## config.mk

```make
export PLATFORM = sky130hd
export DESIGN_NAME = zest_spi_arb_flat
export DESIGN_NICKNAME = d
export VERILOG_FILES = /design/src/rtl/zest_spi_arb_pkg.sv /design/src/rtl/zest_spi_arb_if.sv /design/src/rtl/zest_spi_arb_rr_pick.sv /design/src/rtl/zest_spi_arb.sv /design/src/flat_wrapper.sv
export SDC_FILE = /design/constraint.sdc
export NUM_CORES = 1
export LEC_CHECK = 0
export BUFFER_PORTS_ARGS = -buffer_cell sky130_fd_sc_hd__buf_2
export CORE_AREA = 3 3 103 95
export DETAILED_ROUTE_END_ITERATION = 12
export DIE_AREA = 0 0 106 98
export PLACE_DENSITY = 0.45
export SLEW_MARGIN = 0
export SYNTH_ARGS = -nofsm -noshare
export SYNTH_HDL_FRONTEND = slang
export SYNTH_HIERARCHICAL = 1
export SYNTH_SLANG_ARGS = --single-unit
```

## constraint.sdc

```tcl
create_clock -name clk -period 3.35 [get_ports clk]
set_input_delay 0.67 -clock clk [delete_from_list [all_inputs] [get_ports clk]]
set_output_delay 0.67 -clock clk [all_outputs]
set_load 0.02 [all_outputs]
```

## src/rtl/zest_spi_arb_pkg.sv

```systemverilog
// rtl/zest_spi_arb_pkg.sv - shared types and constants for the Zest P2 SPI arbiter
package zest_spi_arb_pkg;

   typedef enum logic [1:0] {
      ARB_IDLE,
      ARB_GRANT,
      ARB_GAP
   } arb_state_t;

   localparam int DEF_N_REQ = 4;

   // Requester slots on the P2 SPI pins
   localparam int REQ_U1 = 0;   // LMK01801 uWire
   localparam int REQ_U2 = 1;   // AD9653 U2
   localparam int REQ_U3 = 2;   // AD9653 U3
   localparam int REQ_U4 = 3;   // AD9781 U4

   // Index width that stays at least one bit for single-entry vectors
   function automatic int idx_w(input int n);
      return (n > 1) ? $clog2(n) : 1;
   endfunction

endpackage

```

## src/rtl/zest_spi_arb_if.sv

```systemverilog
// rtl/zest_spi_arb_if.sv - requester/pin bundle between chip drivers and the arbiter
interface zest_spi_arb_if
   import zest_spi_arb_pkg::*;
#(
   parameter int N_REQ = DEF_N_REQ
);
   localparam int IW = idx_w(N_REQ);

   logic [N_REQ-1:0] req;
   logic [N_REQ-1:0] grant;
   logic [N_REQ-1:0] m_sclk;
   logic [N_REQ-1:0] m_mosi;
   logic [N_REQ-1:0] m_csb;
   logic [N_REQ-1:0] m_sdio_as_i;
   logic             spi_sclk;
   logic             spi_mosi;
   logic [N_REQ-1:0] spi_csb;
   logic             spi_sdio_as_i;
   logic             timeout_stb;
   logic [IW-1:0]    timeout_id;
   logic             busy;

   modport slave (
      input  req, m_sclk, m_mosi, m_csb, m_sdio_as_i,
      output grant, spi_sclk, spi_mosi, spi_csb, spi_sdio_as_i,
             timeout_stb, timeout_id, busy
   );

   modport master (
      output req, m_sclk, m_mosi, m_csb, m_sdio_as_i,
      input  grant, spi_sclk, spi_mosi, spi_csb, spi_sdio_as_i,
             timeout_stb, timeout_id, busy
   );

endinterface

```

## src/rtl/zest_spi_arb_rr_pick.sv

```systemverilog
// rtl/zest_spi_arb_rr_pick.sv - combinational round-robin priority encoder
module zest_spi_arb_rr_pick #(
   parameter int N_REQ = 4,
   parameter int IW    = 2
) (
   input  logic [N_REQ-1:0] req,
   input  logic [IW-1:0]    ptr,
   output logic [IW-1:0]    win,
   output logic             valid
);
   logic [IW:0]   sum;
   logic [IW-1:0] idx;

   // Scan from ptr upwards with wrap; first requester found wins
   always_comb begin
      win   = '0;
      valid = 1'b0;
      sum   = '0;
      idx   = '0;
      for (int k = 0; k < N_REQ; k++) begin
         sum = {1'b0, ptr} + (IW + 1)'(k);
         if (sum >= (IW + 1)'(N_REQ)) begin
            sum = sum - (IW + 1)'(N_REQ);
         end
         idx = sum[IW-1:0];
         if (!valid && req[idx]) begin
            win   = idx;
            valid = 1'b1;
         end
      end
   end

endmodule

```

## src/rtl/zest_spi_arb.sv

```systemverilog
// rtl/zest_spi_arb.sv - round-robin owner of the Zest P2 SPI pins with guard gap and watchdog
module zest_spi_arb
   import zest_spi_arb_pkg::*;
#(
   parameter int N_REQ   = DEF_N_REQ,
   parameter int GAP     = 4,
   parameter int TIMEOUT = 4096
) (
   input logic            clk,
   input logic            rst_n,
   zest_spi_arb_if.slave  bus
);
   localparam int IW = idx_w(N_REQ);
   localparam int CW = (TIMEOUT > 0) ? $clog2(TIMEOUT + 1) : 1;
   localparam int GW = idx_w(GAP);
   localparam logic [IW-1:0] LAST     = IW'(N_REQ - 1);
   localparam logic [CW-1:0] CNT_LIM  = CW'(TIMEOUT);
   localparam logic [GW-1:0] GAP_LAST = GW'(GAP - 1);

   arb_state_t       state_q, state_n;
   logic [IW-1:0]    owner_q, owner_n;
   logic [IW-1:0]    ptr_q, ptr_n;
   logic [CW-1:0]    cnt_q, cnt_n, cnt_inc;
   logic [GW-1:0]    gcnt_q, gcnt_n;
   logic [N_REQ-1:0] stale_q, stale_n, stale_set;
   logic [N_REQ-1:0] grant_q, grant_n;
   logic [N_REQ-1:0] csb_q, csb_n;
   logic             sclk_q, sclk_n;
   logic             mosi_q, mosi_n;
   logic             dir_q, dir_n;
   logic             stb_q, stb_n;
   logic [IW-1:0]    id_q, id_n;
   logic             busy_q, busy_n;

   logic [N_REQ-1:0] eligible;
   logic [IW-1:0]    pick_win;
   logic             pick_valid;

   // A master that was reclaimed stays out until it drops req
   assign eligible = bus.req & ~stale_q;

   zest_spi_arb_rr_pick #(.N_REQ(N_REQ), .IW(IW)) u_pick (
      .req   (eligible),
      .ptr   (ptr_q),
      .win   (pick_win),
      .valid (pick_valid)
   );

   // Next-state, watchdog/gap counters and the registered pin mux
   always_comb begin
      state_n   = state_q;
      owner_n   = owner_q;
      ptr_n     = ptr_q;
      cnt_n     = cnt_q;
      gcnt_n    = gcnt_q;
      grant_n   = grant_q;
      stb_n     = 1'b0;
      id_n      = id_q;
      stale_set = '0;
      cnt_inc   = (&cnt_q) ? cnt_q : cnt_q + CW'(1);

      case (state_q)
         ARB_IDLE: begin
            if (pick_valid) begin
               state_n = ARB_GRANT;
               grant_n = '0;
               grant_n[pick_win] = 1'b1;
               owner_n = pick_win;
               ptr_n   = (pick_win == LAST) ? '0 : pick_win + IW'(1);
               cnt_n   = '0;
            end
         end
         ARB_GRANT: begin
            // A release in the same cycle as the limit wins over the watchdog
            if (!bus.req[owner_q]) begin
               state_n = ARB_GAP;
               grant_n = '0;
               gcnt_n  = '0;
            end else if ((TIMEOUT != 0) && (cnt_inc == CNT_LIM)) begin
               state_n = ARB_GAP;
               grant_n = '0;
               gcnt_n  = '0;
               stb_n   = 1'b1;
               id_n    = owner_q;
               stale_set[owner_q] = 1'b1;
            end else begin
               cnt_n = cnt_inc;
            end
         end
         ARB_GAP: begin
            if (gcnt_q == GAP_LAST) begin
               state_n = ARB_IDLE;
            end else begin
               gcnt_n = gcnt_q + GW'(1);
            end
         end
         default: begin
            state_n = ARB_IDLE;
            grant_n = '0;
         end
      endcase

      stale_n = (stale_q & bus.req) | stale_set;
      busy_n  = (state_n != ARB_IDLE);

      sclk_n = 1'b0;
      mosi_n = 1'b0;
      dir_n  = 1'b0;
      csb_n  = '1;
      for (int i = 0; i < N_REQ; i++) begin
         if (grant_n[i]) begin
            sclk_n   = bus.m_sclk[i];
            mosi_n   = bus.m_mosi[i];
            dir_n    = bus.m_sdio_as_i[i];
            csb_n[i] = bus.m_csb[i];
         end
      end
   end

   // State and output registers; reset drops the pins to idle without a clock
   always_ff @(posedge clk or negedge rst_n) begin
      if (!rst_n) begin
         state_q <= ARB_IDLE;
         owner_q <= '0;
         ptr_q   <= '0;
         cnt_q   <= '0;
         gcnt_q  <= '0;
         stale_q <= '0;
         grant_q <= '0;
         csb_q   <= '1;
         sclk_q  <= 1'b0;
         mosi_q  <= 1'b0;
         dir_q   <= 1'b0;
         stb_q   <= 1'b0;
         id_q    <= '0;
         busy_q  <= 1'b0;
      end else begin
         state_q <= state_n;
         owner_q <= owner_n;
         ptr_q   <= ptr_n;
         cnt_q   <= cnt_n;
         gcnt_q  <= gcnt_n;
         stale_q <= stale_n;
         grant_q <= grant_n;
         csb_q   <= csb_n;
         sclk_q  <= sclk_n;
         mosi_q  <= mosi_n;
         dir_q   <= dir_n;
         stb_q   <= stb_n;
         id_q    <= id_n;
         busy_q  <= busy_n;
      end
   end

   assign bus.grant         = grant_q;
   assign bus.spi_sclk      = sclk_q;
   assign bus.spi_mosi      = mosi_q;
   assign bus.spi_csb       = csb_q;
   assign bus.spi_sdio_as_i = dir_q;
   assign bus.timeout_stb   = stb_q;
   assign bus.timeout_id    = id_q;
   assign bus.busy          = busy_q;

endmodule
```

## src/flat_wrapper.sv

```systemverilog
// flat-port wrapper written by rule: the top's interface ports become plain ports
module zest_spi_arb_flat import zest_spi_arb_pkg::*;
#(
   parameter int N_REQ   = DEF_N_REQ,
   parameter int GAP     = 4,
   parameter int TIMEOUT = 4096
)
  (clk, rst_n, bus_req, bus_m_sclk, bus_m_mosi, bus_m_csb, bus_m_sdio_as_i, bus_grant, bus_spi_sclk, bus_spi_mosi, bus_spi_csb, bus_spi_sdio_as_i, bus_timeout_stb, bus_timeout_id, bus_busy);
  zest_spi_arb_if #(.N_REQ(N_REQ)) bus_i ();
  input logic clk;
  input logic rst_n;
  input wire logic [$bits(bus_i.req)-1:0] bus_req;
  input wire logic [$bits(bus_i.m_sclk)-1:0] bus_m_sclk;
  input wire logic [$bits(bus_i.m_mosi)-1:0] bus_m_mosi;
  input wire logic [$bits(bus_i.m_csb)-1:0] bus_m_csb;
  input wire logic [$bits(bus_i.m_sdio_as_i)-1:0] bus_m_sdio_as_i;
  output wire logic [$bits(bus_i.grant)-1:0] bus_grant;
  output wire logic [$bits(bus_i.spi_sclk)-1:0] bus_spi_sclk;
  output wire logic [$bits(bus_i.spi_mosi)-1:0] bus_spi_mosi;
  output wire logic [$bits(bus_i.spi_csb)-1:0] bus_spi_csb;
  output wire logic [$bits(bus_i.spi_sdio_as_i)-1:0] bus_spi_sdio_as_i;
  output wire logic [$bits(bus_i.timeout_stb)-1:0] bus_timeout_stb;
  output wire logic [$bits(bus_i.timeout_id)-1:0] bus_timeout_id;
  output wire logic [$bits(bus_i.busy)-1:0] bus_busy;
  assign bus_i.req = bus_req;
  assign bus_i.m_sclk = bus_m_sclk;
  assign bus_i.m_mosi = bus_m_mosi;
  assign bus_i.m_csb = bus_m_csb;
  assign bus_i.m_sdio_as_i = bus_m_sdio_as_i;
  assign bus_grant = bus_i.grant;
  assign bus_spi_sclk = bus_i.spi_sclk;
  assign bus_spi_mosi = bus_i.spi_mosi;
  assign bus_spi_csb = bus_i.spi_csb;
  assign bus_spi_sdio_as_i = bus_i.spi_sdio_as_i;
  assign bus_timeout_stb = bus_i.timeout_stb;
  assign bus_timeout_id = bus_i.timeout_id;
  assign bus_busy = bus_i.busy;
  zest_spi_arb #(.N_REQ(N_REQ), .GAP(GAP), .TIMEOUT(TIMEOUT)) u_core (.clk(clk), .rst_n(rst_n), .bus(bus_i));
endmodule
```

Word-level counts from Yosys, hierarchy flattened
Index checks and enable logic that the tools add are counted.

word-level totals
  memories = 0
  output and inout port bits = 15
  logic and storage cells = 134
  bits in latches = 0
  ROM bits = 0
  bits in writable memories = 0
  flip-flop bits (word level) = 40

operators by class
  bitwise gates (word level) = 4
  $mul = 0
  $lt $le $gt $ge = 12
  equal/unequal tests = 10
  shift operators = 0
  add/sub/neg operators = 10
  divide/modulo/power cells = 0
  reduce and logical (&&, ||, !) cells = 17
  multiplexer cells = 67

operators with widths
  kind                                                                                  count
  13-bit 2-to-1 mux                                                                     4
  2-bit 2-to-1 mux                                                                      16
  1-bit 2-to-1 mux                                                                      30
  13-bit one-hot mux with 2 select lines                                                1
  4-bit 2-to-1 mux                                                                      6
  2-bit by 3-bit less-than comparator with 1-bit output (second input constant)         6
  13-bit by 1-bit adder with 13-bit output (second input constant)                      1
  13-bit == test (second input constant)                                                1
  13-bit AND reduction                                                                  1
  4-bit one-hot mux with 3 select lines                                                 1
  1-bit binary-select mux with 2-bit select                                             5
  3-bit greater-or-equal comparator (second input constant)                             3
  4-bit bitwise AND                                                                     2
  2-bit by 1-bit subtractor with 2-bit output (second input constant)                   4
  2-bit by 2-bit adder with 3-bit output (second input constant)                        2
  2-bit == test (second input constant)                                                 3
  2-bit one-hot mux with 3 select lines                                                 1
  3-bit AND reduction                                                                   2
  2-bit nonzero test                                                                    3
  1-bit logical AND                                                                     5
  2-bit by 1-bit adder with 2-bit output (second input constant)                        2
  1-bit demux with 2-bit select                                                         2
  2-bit by 1-bit greater-or-equal comparator with 1-bit output (second input constant)  2
  2-bit by 1-bit inequality test with 1-bit output (second input constant)              2
  12 further kinds                                                                      15

Logic depth before layout (Yosys ltp)
  depth after elaboration = 24
  gate-level depth with buffers = 11
  depth with buffers taken out = 11

By module
The synthesis kept the hierarchy.

modules (own cells, without submodules)
  module                area each (um^2)  cells an instance  times used
  zest_spi_arb          2560.0            278                1
  zest_spi_arb_rr_pick  77.6              15                 1

Worst setup path after synthesis
Ideal clock, no wire load.

  path type = register to register
  from = reg u_core.cnt_q[0]
  to = reg u_core.cnt_q[0]
  slack = 586 ps
  library setup time = 122 ps
  stages on the path, launching flop included = 11
  arrival time = 2643 ps
  clock period less this slack = 2764 ps
  cells stage by stage = dfrtp_1 ha_1 and3_1 buf_4 a41oi_4 and4bb_4 o221ai_2 nor3_4 o21a_4 nor2_2 a32o_1

between the ends
  word-level cells in the longest chain between the ends = 5
  elaborated cells between the ends (all ways) = 9
  classes of those cells = 1 x add/sub; 2 x eq/ne; 4 x mux; 2 x reduce/logical

RTL lines
  what                                                                                            line                 source
  start: declaration                                                                              zest_spi_arb.sv:23   logic [CW-1:0] cnt_q, cnt_n, cnt_inc;
  start signal: assignment                                                                        zest_spi_arb.sv:141  cnt_q <= cnt_n;
  13-bit by 1-bit adder with 13-bit output / 13-bit AND reduction (equally long branches)         zest_spi_arb.sv:60   cnt_inc = (&cnt_q) ? cnt_q : cnt_q + CW'(1);
  13-bit 2-to-1 mux *                                                                             zest_spi_arb.sv:60
  13-bit == test / 13-bit 2-to-1 mux (equally long branches)                                      zest_spi_arb.sv:79   end else if ((TIMEOUT != 0) && (cnt_inc == CNT_LIM)) begin
  2-bit inequality test (no line) / 13-bit 2-to-1 mux (equally long branches)                     --
  4-bit AND reduction (no line) / 13-bit one-hot mux with 2 select lines (equally long branches)  --

Mark *: on every way between the ends. The rest lies on a longest branch, timed or not. The select of a mux whose other input is x is not followed.
A chain may end at the register's enable or synchronous reset.

Worst setup path after layout
  from = reg u_core.cnt_q[1]
  to = reg u_core.dir_q (netlist: u_core/bus.spi_sdio_as_i)

between the ends
  elaborated cells between the ends (all ways) = 11
  classes of those cells = 1 x add/sub; 1 x eq/ne; 8 x mux; 1 x reduce/logical

RTL lines
  what                                                                                     line                 source
  13-bit by 1-bit adder with 13-bit output / 13-bit AND reduction (equally long branches)  zest_spi_arb.sv:60
  13-bit 2-to-1 mux *                                                                      zest_spi_arb.sv:60
  13-bit == test *                                                                         zest_spi_arb.sv:79
  4-bit 2-to-1 mux *                                                                       zest_spi_arb.sv:79
  4-bit 2-to-1 mux *                                                                       zest_spi_arb.sv:75   if (!bus.req[owner_q]) begin
  4-bit one-hot mux with 3 select lines *                                                  zest_spi_arb.sv:62   case (state_q)
  via u_core.grant_n[3]                                                                    zest_spi_arb.sv:26   logic [N_REQ-1:0] grant_q, grant_n;
  1-bit 2-to-1 mux *                                                                       zest_spi_arb.sv:111  if (grant_n[i]) begin
  via u_core.dir_n                                                                         zest_spi_arb.sv:30   logic dir_q, dir_n;
  end signal: assignment                                                                   zest_spi_arb.sv:148  dir_q <= dir_n;
  end: declaration                                                                         zest_spi_arb.sv:30

Mark *: on every way through the listed nets, which the timed path passes. The rest lies on a longest branch.

==> qor.log <==
INFO  global_route   grt.overflow.total=0
INFO  cts            cts_htree_levels=2
INFO  final_layout   antenna_cells_inserted=0
INFO  global_route   grt_pass1_vias=2239
INFO  final_layout   area_growth_syn_to_layout=17.7%
INFO  cts            cts.clk_slew.worst_paths=0.08ns
INFO  die            row_count=32
INFO  sta            fin_tns_setup=0ns
INFO  sta            tightestPinTransition=0.941ns
INFO  yosys          ys_ff_latch=40
INFO  detailed_routing detailed_routing_iterations_pass_1=4
INFO  placed_design  place_area=2970squm
INFO  cts            cts-root-buf=sky130_fd_sc_hd__clkbuf_8
INFO  power_and_ir_drop power=2.14mW
INFO  worst_setup_path slowest_delay=0.49ns
INFO  yosys          synthCells=293
INFO  die            dieWidth=106um
INFO  sta            min_period=3.11ns
INFO  global_route   grt_use_total=0.140
INFO  yosys          post-synth-top-count-cell=sky130_fd_sc_hd__dfrtp_1
INFO  worst_setup_path timing.critical_path.fanout_max=10
INFO  global_route   grt_start_max_net_pins=41
INFO  power_and_ir_drop worst_ir_drop_on_vdd=0.231mV
INFO  sta            finalSetupViolCount=0
INFO  placed_design  dp_hpwl=5210um
INFO  power_and_ir_drop cellPowerDensity=690nW/um^2
INFO  sta            fin_skew=0.00901ns
INFO  cts            cts_hold_repair.buffers=0
INFO  detailed_routing num_vias=2338
INFO  worst_setup_path cp_data_arrival_time=3.27ns
INFO  final_layout   stdcell_area=3110squm
INFO  power_and_ir_drop leakagePower=1.36nW
INFO  placed_design  gp_routability_congestion=0.868
INFO  yosys          syn_nets=325
INFO  worst_setup_path critical_path_required=3.51ns
INFO  detailed_routing dr.first_iter.drc_count=188
INFO  yosys          yosys_most_used_dff=sky130_fd_sc_hd__dfrtp_1
INFO  worst_hold_path hp-class=flop to flop
INFO  die            die_area=10400squm
INFO  detailed_routing vias_per_cell=5.15
INFO  yosys          syn_area_per_cell=9.00squm
INFO  cts            clock_path_buffers=2
INFO  global_route   number_of_antenna_violations_at_the_first_check_in_global_routing=0
INFO  die            ioPinCount=37
INFO  yosys          ys_top_cells_by_area=sky130_fd_sc_hd__dfrtp_1 34%, sky130_fd_sc_hd__ha_1 4.7%, sky130_fd_sc_hd__nand2_1 4.7%
INFO  yosys          asyncSetResetFlopFracSynth=1.00
INFO  worst_setup_path timing.setup.critical_path_class=flop to flop
INFO  sta            finalWorstSetupSlack=0.242ns
INFO  cts            cts_tree=yes
INFO  outcome        outcome=finished clean
INFO  placed_design  place_ws=0.242ns
INFO  worst_setup_path timing.reg2reg.setup_slack=0.24ns
INFO  yosys          ys_seq_area_frac=0.381
INFO  yosys          synth_top_cell_by_area=sky130_fd_sc_hd__dfrtp_1
INFO  detailed_routing routed_wirelength=6900um
INFO  final_layout   layout.core_utilization=0.359
INFO  die            die_height=98um
INFO  detailed_routing detail-route-antenna-nets=0
INFO  worst_setup_path cp_cell_sequence=ha_1, and3_1, buf_4, o211a_1, o211a_1, o221ai_2, nor3_4, buf_12, buf_4, o41ai_4, mux2i_1, a31oi_1
INFO  final_layout   layout-drive-gt1-share=0.230
INFO  placed_design  numPortBuffers=36
INFO  sta            final_hold_viol_count=0
INFO  cts            cts_num_sinks=40
INFO  yosys          synthDominantCellAreaShare=0.342
INFO  detailed_routing detail_route.drc_violations=0
INFO  yosys          mapped_cell_area=2640squm
INFO  final_layout   num-nets-final=366
INFO  sta            grt_setup_unrepaired=no
INFO  yosys          synth_enable_flop_cells=0
INFO  worst_setup_path worst_setup_path_end_kind=flop
INFO  cts            tritoncts.num_buffers=5
INFO  sta            maxSlewViolCount=0
INFO  yosys          synth-warning-count=6
INFO  sta            max_clock_freq=322MHz
INFO  sta            finalCritPeriodShare=0.928
INFO  die            initial_core_util=0.305
INFO  global_route   grt_first_pass_wirelength=11700um
INFO  sta            slew_headroom=0.373
INFO  die            placeableCoreArea=8650squm
INFO  worst_setup_path crit_path_top_delay_cell=sky130_fd_sc_hd__o41ai_4
INFO  detailed_routing wl_per_cell=15.2um
INFO  flow_run       number_of_max_cap_violations=0
INFO  cts            clock_insertion_delay_worst_skew=0.30ns
INFO  yosys          yosysUniqueCellTypes=61
INFO  worst_setup_path crit_path_start_kind=flop
INFO  yosys          synth_common_cells=36 x sky130_fd_sc_hd__dfrtp_1, 33 x sky130_fd_sc_hd__nand2_1, 21 x sky130_fd_sc_hd__nor2_1
## worst paths after layout
| check | from | to | cells after the start |
|---|---|---|---|
| setup / recovery | u_core/cnt_q[1]$_DFFE_PN0P_ | u_core/bus.spi_sdio_as_i$_DFF_PN0_ | 12 |
| hold / removal | u_core/bus.timeout_id[1]$_DFFE_PN0P_ | u_core/bus.timeout_id[1]$_DFFE_PN0P_ | 2 |
| setup reg to reg | u_core/cnt_q[1]$_DFFE_PN0P_ | u_core/bus.spi_sdio_as_i$_DFF_PN0_ | 12 |
| hold reg to reg | u_core/bus.timeout_id[1]$_DFFE_PN0P_ | u_core/bus.timeout_id[1]$_DFFE_PN0P_ | 2 |
| max in group asynchronous | rst_n | u_core/cnt_q[9]$_DFFE_PN0P_ | 1 |
| min in group asynchronous | rst_n | u_core/stale_q[2]$_DFF_PN0_ | 1 |
## cell type report
type | instances | area (sq um)
clock inverter | 2 | 35.0
timing repair buffer | 47 | 275
multi-input combinational | 224 | 1510
sequential | 40 | 1010
inverter | 16 | 60.1
fill | 926 | 5540
clock buffer | 6 | 72.6
tap | 119 | 149
## cell families after synthesis
group,count (synthesis),share of synthesized area
buffers and inverters,29,0.0489
DFF,40,0.381
and+or+nand+nor,109,0.214
AOI/OAI and AO/OA,100,0.284
muxes,5,0.0237
adders and majority gates,10,0.0474
## report_power, final
part           switching [mW]  leakage [nW]  internal (mW)
Clock                   0.171        0.0552          0.221
Combinational           0.691         0.780          0.378
Sequential             0.0856         0.527          0.597
## timing repair
item,CTS,global route
buffers inserted,0,2
gates resized for setup,0,1
endpoints found under the setup margin,0,5
## state kept, by name, indices dropped and copies added, names as in the netlist
signal                    flops
u_core/gcnt_q                 2
u_core/bus.timeout_stb        1
u_core/bus.timeout_id         2
u_core/stale_q                4
u_core/ptr_q                  2
u_core/cnt_q                 13
u_core/bus.spi_sclk           1
u_core/bus.spi_sdio_as_i      1
u_core/bus.busy               1
u_core/bus.spi_csb            4
u_core/state_q                2
u_core/owner_q                2
u_core/bus.grant              4
u_core/bus.spi_mosi           1
## per-stage QoR
step | hold WS [ns] | cells
floorplan | 0.374 | 293
global placement | 0.466 | 444
detailed placement | 0.463 | 444
CTS | 0.491 | 452
global route | 0.515 | 454
finish | 0.484 | 454
## critical path, delay by kind of cell (launching register included)
family          cells  cell delay, ns
compound gates      5            1.16
buf+inv             3            0.46
flops               1            0.45
simple gates        2            0.38
fa+ha+maj           1            0.27
mux                 1            0.25
## cells in the final DEF, fill, tap and decap left out, types with 4 or more instances in the layout
cell type                  netlist  final
sky130_fd_sc_hd__inv_1          15     15
sky130_fd_sc_hd__ha_1           10     10
sky130_fd_sc_hd__nand4_1         4      4
sky130_fd_sc_hd__dfstp_2         4      4
sky130_fd_sc_hd__a31oi_1        11     11
sky130_fd_sc_hd__o22a_1          5      5
sky130_fd_sc_hd__nand2_1        33     33
sky130_fd_sc_hd__o21ai_0        20     20
sky130_fd_sc_hd__a22o_1          4      4
sky130_fd_sc_hd__clkbuf_8        0      5
sky130_fd_sc_hd__nand2b_1        9      9
sky130_fd_sc_hd__buf_4           2     10
sky130_fd_sc_hd__nor2b_1         7      7
sky130_fd_sc_hd__buf_2           4     36
sky130_fd_sc_hd__o31ai_1         8      7
sky130_fd_sc_hd__a21oi_1        15     15
sky130_fd_sc_hd__and4_1          4      4
sky130_fd_sc_hd__nand3_1        13     13
sky130_fd_sc_hd__mux2i_1         4      4
sky130_fd_sc_hd__nor2_1         21     21
sky130_fd_sc_hd__dfrtp_1        36     36
## routing by layer
| layer | vias up | track usage | wire [um] |
|---|---|---|---|
| li1 | 1166 | - | - |
| met1 | 1109 | 0.218 | 3470 |
| met2 | 59 | 0.195 | 3000 |
| met3 | 4 | 0.0330 | 379 |
| met4 | 0 | 0.0329 | 52 |
| met5 | - | 0 | 0 |
No activity file was read; power rests on OpenSTA's default activity.
